## config.mk

```make
export PLATFORM = sky130hd
export DESIGN_NAME = multicycle_main_control
export DESIGN_NICKNAME = d
export VERILOG_FILES = /design/src/rtl/multicycle_main_control.sv
export SDC_FILE = /design/constraint.sdc
export NUM_CORES = 1
export LEC_CHECK = 0
export BUFFER_PORTS_ARGS = -buffer_cell sky130_fd_sc_hd__buf_4
export CAP_MARGIN = 15
export CORE_MARGIN = 2
export CORE_UTILIZATION = 51
export DETAILED_ROUTE_END_ITERATION = 7
export PLACE_DENSITY = 0.77
export SLEW_MARGIN = 20
export SYNTH_ARGS = -nofsm -noshare
export SYNTH_HDL_FRONTEND = slang
export SYNTH_SLANG_ARGS = --single-unit
```

## constraint.sdc

```tcl
create_clock -name clk -period 2.3 [get_ports clk]
set_clock_uncertainty 0.2 [all_clocks]
set_input_delay 0.46 -clock clk [delete_from_list [all_inputs] [get_ports clk]]
set_output_delay 0.46 -clock clk [all_outputs]
set_load 0.1 [all_outputs]
```

## src/rtl/multicycle_main_control.sv

```systemverilog
// Multi-cycle main control FSM for the RV32 core.
// Sequences each instruction and emits datapath selects/enables.
module multicycle_main_control #(
  parameter int CNT_W = 32
) (
  input  logic             clk,
  input  logic             rst,
  input  logic [6:0]       opcode,
  input  logic             mem_ready,
  output logic [1:0]       ALUop,
  output logic             ALUSrcA,
  output logic [1:0]       ALUSrcB,
  output logic             IorD,
  output logic             MemRead,
  output logic             MemWrite,
  output logic             IRWrite,
  output logic             PCWrite,
  output logic             PCWriteCond,
  output logic             PCSource,
  output logic             RegWrite,
  output logic             MemtoReg,
  output logic             retire,
  output logic             illegal,
  output logic [CNT_W-1:0] instret
);

  typedef enum logic [3:0] {
    FETCH  = 4'd0,
    DECODE = 4'd1,
    MEMADR = 4'd2,
    MEMRD  = 4'd3,
    MEMWB  = 4'd4,
    MEMWR  = 4'd5,
    EXEC   = 4'd6,
    RWB    = 4'd7,
    BRANCH = 4'd8,
    TRAP   = 4'd9
  } state_t;

  localparam logic [6:0] OP_LD = 7'b0000011;
  localparam logic [6:0] OP_ST = 7'b0100011;
  localparam logic [6:0] OP_R  = 7'b0110011;
  localparam logic [6:0] OP_BR = 7'b1100011;

  state_t     state;
  state_t     nxt;
  logic [6:0] op_q;
  logic       ill_q;
  logic       bad;
  logic       mr, mw, irw, pcw, pcc, rw, ret;

  always_ff @(posedge clk) begin
    if (rst) begin
      state   <= FETCH;
      op_q    <= '0;
      instret <= '0;
      ill_q   <= 1'b0;
    end else begin
      state <= nxt;
      if (state == DECODE) op_q <= opcode;
      if (ret) instret <= instret + CNT_W'(1);
      if (bad) ill_q <= 1'b1;
    end
  end

  always_comb begin
    nxt      = FETCH;
    bad      = 1'b0;
    ALUop    = 2'b00;
    ALUSrcA  = 1'b0;
    ALUSrcB  = 2'b00;
    IorD     = 1'b0;
    PCSource = 1'b0;
    MemtoReg = 1'b0;
    mr       = 1'b0;
    mw       = 1'b0;
    irw      = 1'b0;
    pcw      = 1'b0;
    pcc      = 1'b0;
    rw       = 1'b0;
    ret      = 1'b0;
    unique case (state)
      FETCH: begin
        mr      = 1'b1;
        ALUSrcB = 2'b01;
        irw     = mem_ready;
        pcw     = mem_ready;
        nxt     = mem_ready ? DECODE : FETCH;
      end
      DECODE: begin
        ALUSrcB = 2'b11;
        case (opcode)
          OP_LD, OP_ST: nxt = MEMADR;
          OP_R:         nxt = EXEC;
          OP_BR:        nxt = BRANCH;
          default: begin
            nxt = TRAP;
            bad = 1'b1;
          end
        endcase
      end
      MEMADR: begin
        ALUSrcA = 1'b1;
        ALUSrcB = 2'b10;
        nxt     = (op_q == OP_LD) ? MEMRD : MEMWR;
      end
      MEMRD: begin
        mr   = 1'b1;
        IorD = 1'b1;
        nxt  = mem_ready ? MEMWB : MEMRD;
      end
      MEMWB: begin
        rw       = 1'b1;
        MemtoReg = 1'b1;
        ret      = 1'b1;
      end
      MEMWR: begin
        mw   = 1'b1;
        IorD = 1'b1;
        ret  = mem_ready;
        nxt  = mem_ready ? FETCH : MEMWR;
      end
      EXEC: begin
        ALUSrcA = 1'b1;
        ALUop   = 2'b10;
        nxt     = RWB;
      end
      RWB: begin
        rw  = 1'b1;
        ret = 1'b1;
      end
      BRANCH: begin
        ALUSrcA  = 1'b1;
        ALUop    = 2'b01;
        pcc      = 1'b1;
        PCSource = 1'b1;
        ret      = 1'b1;
      end
      TRAP:    nxt = TRAP;
      default: nxt = FETCH;
    endcase
    // reset in flight kills every side-effecting strobe
    if (rst) begin
      mr  = 1'b0;
      mw  = 1'b0;
      irw = 1'b0;
      pcw = 1'b0;
      pcc = 1'b0;
      rw  = 1'b0;
      ret = 1'b0;
      bad = 1'b0;
    end
  end

  assign MemRead     = mr;
  assign MemWrite    = mw;
  assign IRWrite     = irw;
  assign PCWrite     = pcw;
  assign PCWriteCond = pcc;
  assign RegWrite    = rw;
  assign retire      = ret;
  assign illegal     = ill_q;

endmodule
```

==> results.py, run 1 <==
metrics = {
    "drt": {
        "drcViolationCount": 0,
        "wirelength_um": 5650,
        "wl_per_cell_um": 14.2,
        "vias": 2234,
        "viasPerCell": 5.61,
        "drt_pass1_iterations": 4,
        "ant_nets": 0,
        "drt_iter0_markers": 119,
    },
    "logic_synthesis": {
        "ys_top_cells_by_count": "44 x dfxtp_1, 34 x nor2_1, 28 x nand2_1",
        "synth_top_cell_by_area": "dfxtp_1",
        "synth_top_area_share_pct": 37.8,
        "ys_async_sr_fraction_pct": 0,
        "yosysMostFrequentCell": "dfxtp_1",
        "syn_nets": 300,
        "seq_area_frac_synth_pct": 37.8,
        "synth-edff-count": 0,
        "netlist_top_cells_area": "dfxtp_1 38%, xor2_1 6.0%, a21oi_1 5.6%",
        "synth_area_mm2": 0.00233,
        "avgSynthCellArea_um2": 8.06,
        "ys_types": 53,
        "yosys_warnings": 0,
        "synth-seq-cells": 44,
        "netlist_instances": 289,
        "synth_flop_cell": "dfxtp_1",
    },
    "clock_tree": {
        "numCtsBuffers": 5,
        "path_clk_slew_ps": 90,
        "htreeDepth": 2,
        "root_buffer": "clkbuf_8",
        "cts.sinks": 44,
        "cts_setup_buffers": 0,
        "clkLatencyLatePin_ps": 290,
        "cts_tree": "done",
        "clockBufferDepth": 2,
    },
    "timing": {
        "tightest_slew_ps": 377,
        "slew_violations": 0,
        "rsz0062_at_grt": "false",
        "fin_crit_ps": 2240,
        "hold_ws_ps": 217,
        "slew_headroom_pct": 74.2,
        "hold_viol_final": 0,
        "fin_crit_sh_pct": 97.3,
        "clock.fmax_mhz": 447,
        "setup_violations": 0,
    },
    "setup_path": {
        "critPathMaxFanout": 7,
        "cpMaxStageDelayCell": "dfxtp_2",
        "crit_type": "reg -> out",
        "worstSetupStartpointType": "register",
        "cpLargestDelayFamily": "buffers and inverters",
        "crit_chain": "nand2b_1, buf_4, nor3_4, buf_4",
        "end_kind": "primary output",
        "critPathBufInv": 2,
        "cp.arrival_ps": 1580,
        "slowest_delay_ps": 360,
        "crit_top_cell": "buf_4",
        "required_ps": 1640,
    },
    "global_route": {
        "antenna_found_initial": 0,
        "grt_pass1_wl_um": 9400,
        "grt_pass1_vias": 2078,
        "grt_overflow": 0,
        "grt_max_degree": 26,
        "grtUsageTotal_pct": 22.5,
    },
    "floorplan": {
        "num_rows": 24,
        "io_pins": 58,
        "die_width_um": 71.6,
        "start_util_pct": 53.1,
        "core_mm2": 0.00438,
        "die_area_mm2": 0.00512,
        "die_y_um": 71.6,
    },
    "power": {
        "powerDensity_mw_per_mm2": 569,
        "irDropWorstVdd_mv": 0.346,
        "leakagePower_nw": 1.23,
    },
    "finish": {
        "num-fill-cells": 368,
        "drive_gt1_share_pct": 37.3,
        "layout.nets": 356,
        "layoutNonFillerInstCount": 398,
        "n_antenna_cell": 0,
        "final_core_util_pct": 70.3,
        "areaGrowthSynthToFinish_pct": 32.3,
    },
    "hold_path": {
        "hp-class": "in -> reg",
    },
    "run": {
        "cap_violations": 0,
    },
    "run_status": {
        "outcome": "finished, final reports clean",
    },
    "placement": {
        "placed_cells": 390,
        "gp_congestion": 0.824,
        "portBuffers": 57,
        "dp_hpwl_um": 4010,
    },
}
-- layer usage --
metal	global-route usage, %	vias up	part of all wire (%)
met4	7.55	0	1.5
met1	28.7	1036	45
met2	38.0	48	50
met5	0	-	0
li1	-	1140	-
met3	4.50	10	3.9
-- repair_timing --
action                     CTS  global route
hold buffers                 0             0
gates cloned                 0             0
setup endpoints to repair    1             2
gates resized for setup      1             4
-- power breakdown --
group / internal [W] / total (W) / switching (W)
clock network: 0.000327 / 0.000598 / 0.000271
logic: 0.0000949 / 0.000363 / 0.000268
registers: 0.000780 / 0.000794 / 0.0000139
total: 0.00120 / 0.00175 / 0.000553
-- final cells by class --
type                       instances  area, um2  share of cell area, %
multi-input combinational        222       1450                   47.0
sequential                        44        915                   29.7
timing repair buffer              68        522                   16.9
clock buffer                       5       68.8                   2.23
tap                               52       65.1                   2.11
clock inverter                     3       47.5                   1.54
inverter                           4       15.0                  0.487
-- worst paths after layout --
kind	start	to	slack, ps	depth (start not counted)
worst max-delay path	state[3]	MemWrite	60	4
worst min-delay path	opcode[3]	op_q[3]	220	3
worst max register to register	instret[2]	instret[29]	170	5
worst min register to register	op_q[1]	op_q[1]	260	2
-- cells in the final DEF (no fill, tap or decap), types with 6 or more instances in the layout --
| cell | n |
|---|---|
| nand3_1 | 8 |
| dfxtp_2 | 27 |
| and3_1 | 6 |
| o21ai_0 | 7 |
| nand2_1 | 28 |
| or3_1 | 8 |
| a21oi_1 | 25 |
| nand4_1 | 17 |
| buf_4 | 66 |
| xor2_1 | 16 |
| dfxtp_1 | 17 |
| nor2_1 | 30 |
-- stage by stage --
stage	area [um2]	setup TNS, ps	power (W)	setup WS [ps]
2_1_floorplan	2510	-532	0.00110	-159
3_5_place_dp	2950	0	0.00117	223
4_1_cts	3070	0	0.00177	19.9
5_1_grt	3080	0	0.00182	3.95
3_3_place_gp	2950	0	0.00117	267
6_report	3080	0	0.00175	62.7
-- registers in the layout, summed over array words and instances, names as in the netlist --
| signal | flops |
|---|---|
| illegal | 1 |
| instret | 32 |
| op_q | 7 |
| state | 4 |
-- logic make-up after synthesis --
kind of cell | share of synthesized area, %
AND/OR/NAND/NOR | 35.7
AO/OA/AOI/OAI | 13.9
flip-flops | 37.8
buffers and inverters | 4.56
XOR/XNOR | 7.14
adder cells (fa/ha/maj) | 0.967
-- worst min-delay path, stage by stage --
cell and delay [ps]:
buf_4 110, nand2_1 50, a21oi_1 50
No activity file was read; power rests on OpenSTA's default activity.
==> run 2: changes to the inputs <==
- CORE_ASPECT_RATIO: unset -> 0.75
==> results.py, run 2 (synthesized netlist as in run 1, its figures left out) <==
metrics = {
    "floorplan": {
        "die_y_um": 62.5,
        "die_width_um": 82.0,
        "num_rows": 21,
        "die_area_mm2": 0.00513,
        "core_mm2": 0.00444,
        "start_util_pct": 52.5,
        "io_pins": 58,
    },
    "finish": {
        "regArea_um2": 917,
        "drive_gt1_share_pct": 38.4,
        "final_core_util_pct": 70.2,
        "layout.nets": 361,
        "multi_input_area_mm2": 0.00145,
        "layout_common_cells": "68 x buf_4, 30 x nor2_1, 28 x nand2_1",
        "num-fill-cells": 365,
        "final_common_cell": "buf_4",
        "layoutNonFillerInstCount": 406,
        "final_cell_area_mm2": 0.00312,
        "areaGrowthSynthToFinish_pct": 33.9,
        "largest_reg_flops": 32,
        "top_register": "instret",
        "n_antenna_cell": 0,
        "largest_registers": "instret (32), op_q (7), state (4)",
    },
    "drt": {
        "drt_pass1_iterations": 4,
        "drcViolationCount": 0,
        "vias": 2261,
        "top_layer": "met4",
        "met3_wirelength_um": 302,
        "m1WireLength_um": 2760,
        "wl_per_cell_um": 14.3,
        "viasPerCell": 5.57,
        "drt_iter0_markers": 150,
        "wl_met2_um": 2660,
        "wirelength_um": 5790,
        "ant_nets": 0,
    },
    "timing": {
        "hold_ws_ps": 234,
        "setup_violations": 0,
        "fin_crit_ps": 2190,
        "clock.fmax_mhz": 456,
        "tightest_slew_ps": 481,
        "slew_headroom_pct": 67.1,
        "hold_viol_final": 0,
        "rsz0062_at_grt": "false",
        "fin_crit_sh_pct": 95.4,
        "slew_violations": 0,
    },
    "clock_tree": {
        "htreeDepth": 2,
        "clkLatencyLatePin_ps": 290,
        "numCtsBuffers": 5,
        "cts_tree": "done",
        "root_buffer": "clkbuf_8",
        "cts.sinks": 44,
        "clockBufferDepth": 2,
        "path_clk_slew_ps": 80,
        "hold_buffers": 0,
    },
    "power": {
        "p_total_w": 0.00173,
        "irDropWorstVdd_mv": 0.409,
        "powerDensity_mw_per_mm2": 555,
        "leakagePower_nw": 1.24,
    },
    "global_route": {
        "grt_overflow": 0,
        "grtUsageTotal_pct": 23.3,
        "grt_pass1_wl_um": 9440,
        "grt_max_degree": 27,
        "antenna_found_initial": 0,
        "grt_pass1_vias": 2065,
    },
    "placement": {
        "place_area_mm2": 0.00296,
        "portBuffers": 57,
        "placed_cells": 396,
        "gp_congestion": 0.808,
        "dp_hpwl_um": 4060,
    },
    "hold_path": {
        "worstHoldStart": "opcode[2]",
        "hp-class": "in -> reg",
    },
    "run": {
        "cap_violations": 0,
    },
    "run_status": {
        "outcome": "finished, final reports clean",
    },
    "setup_path": {
        "required_ps": 1640,
        "crit_start": "state[0]",
        "crit_type": "reg -> out",
        "critPathMaxFanout": 10,
        "cp.arrival_ps": 1530,
        "worstSetupStartpointType": "register",
        "reg2reg_from": "instret[0]",
        "end_kind": "primary output",
    },
}
## run 2: routing by layer
metal	vias up	track usage, %
met2	57	35.4
met4	0	8.13
met5	-	0
met1	1050	33.0
met3	6	4.05
li1	1148	-
## run 2: per-stage QoR
step	TNS [ps]	setup WS [ps]
3_5_place_dp	0	221
6_report	0	105
2_1_floorplan	-532	-159
4_1_cts	-43.0	-21.6
5_1_grt	0	7.56
3_3_place_gp	0	283
## run 2: final timing paths
path	endpoint	slack, ps	cells after the start
worst max-delay path	retire	110	5
worst min-delay path	op_q[2]	230	3
worst max register to register	instret[27]	210	5
worst min register to register	op_q[4]	250	2
## run 2: cell type report
type | count | share of cell area, %
multi-input cells | 222 | 46.5
flip-flops and latches | 44 | 29.4
repair buffers | 73 | 18.2
well taps | 57 | 2.29
clock buffers | 5 | 2.21
clock inverters | 1 | 0.963
inverters | 4 | 0.481
## run 2: report_power, final
group	total (W)	leakage, nW	switching, W	internal (W)
combinational	0.000374	0.824	0.000268	0.000106
sequential	0.000798	0.370	0.0000180	0.000780
clock	0.000559	0.0501	0.000247	0.000312
## run 2: critical path: stages, from the launching register on
cell and delay, ps:
dfxtp_4 420, or2b_4 190, o21a_4 180, nand2_2 130, nor2_4 110, buf_6 230
## run 2: what timing repair did
| item | CTS | global route |
|---|---|---|
| buffers inserted | 0 | 4 |
| gates resized for setup | 3 | 6 |
| endpoints found under the hold margin | 0 | 0 |
| setup endpoints to repair | 5 | 7 |
| pin swaps | 0 | 1 |
==> run 3: changes to the inputs <==
- PLACE_DENSITY: 0.77 -> 0.82
==> results.py, run 3 (synthesized netlist as in run 1, its figures left out) <==
metrics = {
    "run_status": {
        "outcome": "finished, final reports clean",
    },
    "setup_path": {
        "end_kind": "primary output",
        "worstSetupStartpointType": "register",
        "required_ps": 1640,
        "cp.arrival_ps": 1570,
        "r2r_setup_slack_ps": 160,
        "critPathMaxFanout": 8,
        "reg2reg_from": "instret[2]",
        "reg2reg_to": "instret[29]",
        "crit_type": "reg -> out",
        "rr_worst_depth": 5,
    },
    "placement": {
        "portBuffers": 57,
        "placed_cells": 396,
        "place_ws_ps": 192,
        "dp_hpwl_um": 4140,
        "gp_congestion": 0.813,
    },
    "finish": {
        "largest_reg_flops": 32,
        "top_register": "instret",
        "layoutNonFillerInstCount": 404,
        "layout_common_cells": "66 x buf_4, 30 x nor2_1, 28 x nand2_1",
        "drive_gt1_share_pct": 37.8,
        "areaGrowthSynthToFinish_pct": 32.1,
        "final_core_util_pct": 69.3,
        "num-fill-cells": 365,
        "largest_registers": "instret (32), op_q (7), state (4)",
        "layout.nets": 358,
        "n_antenna_cell": 0,
        "final_common_cell": "buf_4",
    },
    "drt": {
        "ant_nets": 0,
        "wl_per_cell_um": 14.0,
        "viasPerCell": 5.55,
        "drcViolationCount": 0,
        "vias": 2242,
        "drt_pass1_iterations": 4,
        "drt_iter0_markers": 165,
        "wirelength_um": 5640,
    },
    "hold_path": {
        "worstHoldStart": "opcode[1]",
        "hold_path_end": "op_q[1]",
        "worstHoldPathCells": 3,
        "hp-class": "in -> reg",
    },
    "timing": {
        "fin_crit_ps": 2230,
        "fin_crit_sh_pct": 97.1,
        "tightest_slew_ps": 407,
        "setup_violations": 0,
        "hold_viol_final": 0,
        "fin_ws_ps": 65.8,
        "clock.fmax_mhz": 448,
        "slew_headroom_pct": 72.5,
        "rsz0062_at_grt": "false",
        "slew_violations": 0,
    },
    "floorplan": {
        "die_width_um": 82.0,
        "die_y_um": 62.5,
        "core_mm2": 0.00444,
        "io_pins": 58,
        "die_area_mm2": 0.00513,
        "start_util_pct": 52.5,
        "num_rows": 21,
    },
    "global_route": {
        "grtUsageTotal_pct": 23.0,
        "grt_pass1_wl_um": 9170,
        "grt_overflow": 0,
        "grt_pass1_vias": 1939,
        "grt_max_degree": 31,
        "antenna_found_initial": 0,
    },
    "power": {
        "leakagePower_nw": 1.22,
        "powerDensity_mw_per_mm2": 528,
        "irDropWorstVdd_mv": 0.334,
        "p_total_w": 0.00163,
    },
    "clock_tree": {
        "htreeDepth": 2,
        "root_buffer": "clkbuf_8",
        "cts.sinks": 44,
        "clockBufferDepth": 2,
        "hold_buffers": 0,
        "clkLatencyLatePin_ps": 300,
        "numCtsBuffers": 5,
        "path_clk_slew_ps": 80,
        "cts_tree": "done",
    },
    "run": {
        "cap_violations": 0,
    },
}
## run 3: changes by cell type in the layout (fill, tap and decap cells not counted), sizes merged
cell,change
buf,-3
clkbuf,+1
bufinv,-1
clkinv,+1
## run 3: critical path, cell delays in order, from the launching register on
cell and delay [ps]:
dfxtp_4 390, nand2b_1 130, buf_4 190, nand2_1 130, nor3_4 130, buf_4 300
## run 3: worst max-delay path by stage
stage / slack, ps / start / cells past startpoint / end
2_1_floorplan: -160 / rst / 3 / PCWrite
3_3_place_gp: 280 / state[2] / 4 / MemRead
3_5_place_dp: 190 / instret[2] / 5 / instret[27]
4_1_cts: 20 / state[0] / 5 / retire
5_1_grt: 4 / state[0] / 5 / RegWrite
6_report: 70 / state[0] / 5 / RegWrite
## run 3: area by class of cell
type | count | area (um2) | area share (%)
Clock buffer | 6 | 72.6 | 2.36
Timing Repair Buffer | 70 | 541 | 17.6
Multi-Input combinational cell | 222 | 1460 | 47.3
Tap cell | 57 | 71.3 | 2.32
Sequential cell | 44 | 917 | 29.8
Inverter | 4 | 15.0 | 0.488
Clock inverter | 1 | 5.00 | 0.163
## run 3: timing repair
action	in CTS	in global routing
pin swaps	0	1
endpoints found under the setup margin	5	2
gates resized for setup	6	2
setup buffers	0	1
## run 3: metal layers
layer | track usage (%) | routed length (um) | up-vias
li1 | - | - | 1144
met1 | 33.9 | 2720 | 1034
met2 | 32.5 | 2520 | 58
met3 | 5.20 | 337 | 6
met4 | 8.75 | 62 | 0
met5 | 0 | 0 | -
## run 3: stage by stage
step           hold slack, ps  setup TNS, ps  area [um2]
2_1_floorplan             231           -532        2510
3_3_place_gp              240              0        2960
3_5_place_dp              241              0        2960
4_1_cts                   210              0        3060
5_1_grt                   212              0        3080
6_report                  217              0        3080
## run 3: power breakdown
group | internal [W] | total [W] | switching (W) | leakage, nW
Clock | 0.000207 | 0.000459 | 0.000252 | 0.0410
Combinational | 0.000101 | 0.000367 | 0.000265 | 0.808
Sequential | 0.000780 | 0.000800 | 0.0000195 | 0.370
Total | 0.00109 | 0.00163 | 0.000537 | 1.22
